$ cat src/rtl/rom_access_arbiter.sv
// Shares one synchronous ROM between a strict-priority video fetch port and a
// handshaked host read port; video never stalls, host fills idle ROM cycles.
module rom_access_arbiter #(
  parameter int AW       = 13,
  parameter int DW       = 16,
  parameter int ROM_LAT  = 1,
  parameter int MAX_WAIT = 255,
  parameter int CW       = 8
) (
  input  logic          clk,
  input  logic          reset_n,
  input  logic          vid_req,
  input  logic [AW-1:0] vid_addr,
  output logic          vid_valid,
  output logic [DW-1:0] vid_data,
  input  logic          host_req,
  input  logic [AW-1:0] host_addr,
  output logic          host_ready,
  output logic          host_valid,
  output logic [DW-1:0] host_data,
  output logic          host_starved,
  input  logic          host_starve_clr,
  output logic [AW-1:0] rom_addr,
  input  logic [DW-1:0] rom_dout
);
  localparam logic [1:0] S_IDLE   = 2'd0;
  localparam logic [1:0] S_WAIT   = 2'd1;
  localparam logic [1:0] S_ISSUED = 2'd2;

  logic [1:0]             state;
  logic [AW-1:0]          haddr_q;
  logic [CW-1:0]          wcnt;
  // Per stage {vid_tag, host_tag}; the last stage is the registered valid pair.
  logic [ROM_LAT:0][1:0]  vld_pipe;
  logic                   accept;
  logic                   grant;
  logic                   starve_set;

  assign host_ready = (state == S_IDLE) && reset_n;
  assign accept     = host_req && host_ready;
  assign grant      = (state == S_WAIT) && !vid_req;
  assign rom_addr   = grant ? haddr_q : vid_addr;
  assign starve_set = (state == S_WAIT) && (wcnt == CW'(MAX_WAIT - 1));
  assign vid_valid  = vld_pipe[ROM_LAT][1];
  assign host_valid = vld_pipe[ROM_LAT][0];

  always_ff @(posedge clk or negedge reset_n) begin
    if (!reset_n) begin
      state   <= S_IDLE;
      haddr_q <= '0;
    end else begin
      case (state)
        S_IDLE: if (accept) begin
          state   <= S_WAIT;
          haddr_q <= host_addr;
        end
        S_WAIT:   if (grant) state <= S_ISSUED;
        // Leave on the edge that raises host_valid so ready overlaps valid.
        S_ISSUED: if (vld_pipe[ROM_LAT-1][0]) state <= S_IDLE;
        default:  state <= S_IDLE;
      endcase
    end
  end

  always_ff @(posedge clk or negedge reset_n) begin
    if (!reset_n) begin
      wcnt         <= '0;
      host_starved <= 1'b0;
    end else begin
      if (state == S_WAIT) begin
        if (grant)                        wcnt <= '0;
        else if (wcnt != CW'(MAX_WAIT))   wcnt <= wcnt + CW'(1);
      end
      if (starve_set)           host_starved <= 1'b1;
      else if (host_starve_clr) host_starved <= 1'b0;
    end
  end

  always_ff @(posedge clk or negedge reset_n) begin
    if (!reset_n) begin
      vld_pipe  <= '0;
      vid_data  <= '0;
      host_data <= '0;
    end else begin
      vld_pipe <= {vld_pipe[ROM_LAT-1:0], {vid_req, grant}};
      if (vld_pipe[ROM_LAT-1][1]) vid_data  <= rom_dout;
      if (vld_pipe[ROM_LAT-1][0]) host_data <= rom_dout;
    end
  end
endmodule

$ cat config.mk
export PLATFORM = sky130hd
export DESIGN_NAME = rom_access_arbiter
export DESIGN_NICKNAME = d
export VERILOG_FILES = /design/src/rtl/rom_access_arbiter.sv
export SDC_FILE = /design/constraint.sdc
export NUM_CORES = 1
export LEC_CHECK = 0
export BUFFER_PORTS_ARGS = -buffer_cell sky130_fd_sc_hd__buf_2
export CORE_UTILIZATION = 35
export DETAILED_ROUTE_END_ITERATION = 8
export GPL_ROUTABILITY_DRIVEN = 0
export GPL_TIMING_DRIVEN = 0
export PLACE_DENSITY = 0.62
export SLEW_MARGIN = 20
export SYNTH_ARGS = -nofsm -noshare
export SYNTH_HDL_FRONTEND = slang
export SYNTH_SLANG_ARGS = --single-unit
$ cat constraint.sdc
create_clock -name clk -period 2.4 [get_ports clk]
set_clock_uncertainty 0.2 [all_clocks]
set_input_delay 0.6 -clock clk [delete_from_list [all_inputs] [get_ports clk]]
set_output_delay 0.6 -clock clk [all_outputs]
set_load 0.005 [all_outputs]
==> impl_metrics.json <==
{
  "outcome": "finished with violations",
  "violations": "hold timing, setup timing",
  "h-tree-depth": 3,
  "p_total_uw": 3230,
  "drive_above_1_share_pct": 60.8,
  "dieArea_um2": 7760,
  "final_cell_mix": "buf_2, dfrtp_1, mux2_2",
  "hpwl_um": 3450,
  "clock-sinks": 60,
  "critical-path-max-stage-delay_ns": 0.41,
  "overflow": 0,
  "cap_violations": 0,
  "leakagePower_uw": 0.00167,
  "syn2layout_area_growth_pct": 33.9,
  "grt_pass1_wl_um": 7740,
  "finalCritPeriodShare_pct": 104,
  "cts-root-buf": "clkbuf_8",
  "worst_pin_slew_ns": 0.440,
  "fmax_ghz": 0.402,
  "dp.cells": 375,
  "cp.arrival_ns": 1.69,
  "syn-num-nets": 230,
  "rsz0062_at_grt": "yes",
  "hold_ws_ns": -0.00893,
  "ys_warn_count": 0,
  "cp.required_ns": 1.60,
  "fp.dieH_um": 88.1,
  "fin_cells": 395,
  "crit_family": "simple AND/OR/NAND/NOR gates",
  "crit_fanout": 7,
  "fin_util_pct": 48.2,
  "core_um2": 7210,
  "dr.first_iter.drc_count": 36,
  "io_buffers": 95,
  "synth_top_cell_by_area": "dfrtp_1",
  "drt-total-wl_um": 4970,
  "drc": 0,
  "cp-end-kind": "output port",
  "hold_violations": 13,
  "ys_seq_elements": 60,
  "io_pins": 96,
  "grt_pass1_vias": 1655,
  "dr.pass1.iters": 4,
  "row_count": 31,
  "path_depth": 4,
  "path_cells": "or3b_4 -> buf_12 -> mux2_4 -> buf_6",
  "drv_slew": 0,
  "yosysSeqAreaShare_pct": 57.9,
  "clock_path_buffers": 2,
  "wl_per_cell_um": 12.6,
  "cp_num_buf_inv": 2,
  "via_count": 1862,
  "synth_top_cell_area_share_pct": 57.9,
  "die_x_um": 88.1,
  "avgSynthCellArea_um2": 14.3,
  "slew_headroom_pct": 70.7,
  "antenna_found_initial": 0,
  "finalSetupViolations": 13,
  "synth_cell_types": 36,
  "synth_area_um2": 2590,
  "hold_class": "in2async",
  "dpl_worst_slack_ns": -0.361,
  "syn_inst": 181,
  "async_reset_ff_share_pct": 100,
  "final_nets": 341,
  "tritoncts": "built",
  "min_period_ns": 2.49,
  "antenna_left": 0,
  "critPathSlowestCell": "or3b_4",
  "initial_utilization_pct": 36.0,
  "avgViaCountPerCell": 4.71,
  "start_kind": "register",
  "fill_cells": 689,
  "reg2reg_depth": 6,
  "setup_slack_ns": -0.0907,
  "grtUsageTotal_pct": 13.2,
  "ir_drop_v": 0.000378,
  "grt_max_degree": 62,
  "final_common_cell": "buf_2",
  "power_density_nw_per_um2": 930,
  "clkSlewWorstSetupHoldPaths_ns": 0.07,
  "worstSetupPathType": "reg2out",
  "antenna_cells": 0,
  "synth_edf_count": 0,
  "clkLatencyLatePin_ns": 0.33,
  "cts_hold_buf": 0,
  "synthTopCellsByArea": "dfrtp_1, mux2_2, mux2_4, and4_1, a21oi_1",
  "synthFlopType": "dfrtp_1",
  "cts_buffers": 9
}
-- state kept, by name, summed over array words and instances, names as in the netlist --
register / flops
haddr_q: 13
host_data: 16
host_starved: 1
host_valid: 1
state: 2
vid_data: 16
vid_valid: 1
vld_pipe: 2
wcnt: 8
-- metal layers --
metal	vias up	wire length (um)	track usage [%]
li1	884	-	-
met1	885	2260	16.8
met2	86	2200	20.2
met3	7	464	6.88
met4	0	37	3.08
met5	-	0	0
-- layout make-up --
| class | instances | area (um^2) | area share (%) |
|---|---|---|---|
| sequential | 60 | 1500 | 43.2 |
| multi-input combinational | 105 | 1010 | 29.0 |
| timing repair buffer | 101 | 583 | 16.8 |
| clock buffer | 11 | 151 | 4.36 |
| tap | 99 | 124 | 3.57 |
| buffer | 10 | 65.1 | 1.87 |
| clock inverter | 4 | 25.0 | 0.720 |
| inverter | 5 | 18.8 | 0.540 |
-- metrics by stage --
step	area, um^2	TNS [ns]
after detailed placement	3200	-6.45
after floorplan	2590	0
after global placement	3190	-13.01
final	3470	-1.00
after global routing	3470	-1.81
after CTS	3450	-2.14
-- what timing repair did --
action	in CTS	in global routing
setup buffers	6	0
pin swaps	1	0
resized for setup	8	7
cloned	0	0
setup endpoints to repair	23	14
-- power breakdown --
group          leakage, uW  internal, uW  total [uW]  switching (uW)
clock network    0.0000872           421         798             377
logic             0.000853           576         926             350
registers         0.000731          1340        1510             172
total              0.00167          2330        3230             899
-- worst register-to-register path, stage by stage, from the launching register on --
cell	delay (ns)
dfrtp_1	0.38
buf_4	0.15
nor3b_1	0.27
and2_1	0.16
buf_2	0.16
buf_6	0.16
mux2_2	0.33
-- cells by family (layout without fill, tap and decap cells) --
logic type                 count (synthesis)  after routing  synth area share [%]
adders and majority gates                  2              2                 0.964
DFF                                       60             60                  57.9
and+or+nand+nor                           25             25                  6.32
AOI/OAI and AO/OA                         19             19                  4.97
muxes                                     59             59                  26.4
buffers and inverters                     16            131                  3.47
-- synthesized netlist by cell type (3+ instances only) --
cell	count
dfrtp_1	60
mux2_2	52
mux2_4	6
a21oi_1	5
clkbuf_1	5
inv_1	5
and3_1	3
and4_1	3
buf_2	3
nand2_1	3
nand3_1	3
o21ai_0	3
-- path summary, 6_finish.rpt --
check,startpoint,endpoint,slack (ns)
setup / recovery,state[1]$_DFFE_PN0P_,rom_addr[8],-0.09
hold / removal,reset_n,vid_data[7]$_DFFE_PN0P_,-0.009
setup reg to reg,state[0]$_DFFE_PN0P_,haddr_q[8]$_DFFE_PN0P_,0.46
hold reg to reg,vld_pipe[0]$_DFF_PN0_,host_valid$_DFF_PN0_,0.17
max in group asynchronous,reset_n,haddr_q[8]$_DFFE_PN0P_,1.68
min in group clk,vld_pipe[0]$_DFF_PN0_,host_valid$_DFF_PN0_,0.17
No activity file was read; power rests on OpenSTA's default activity.
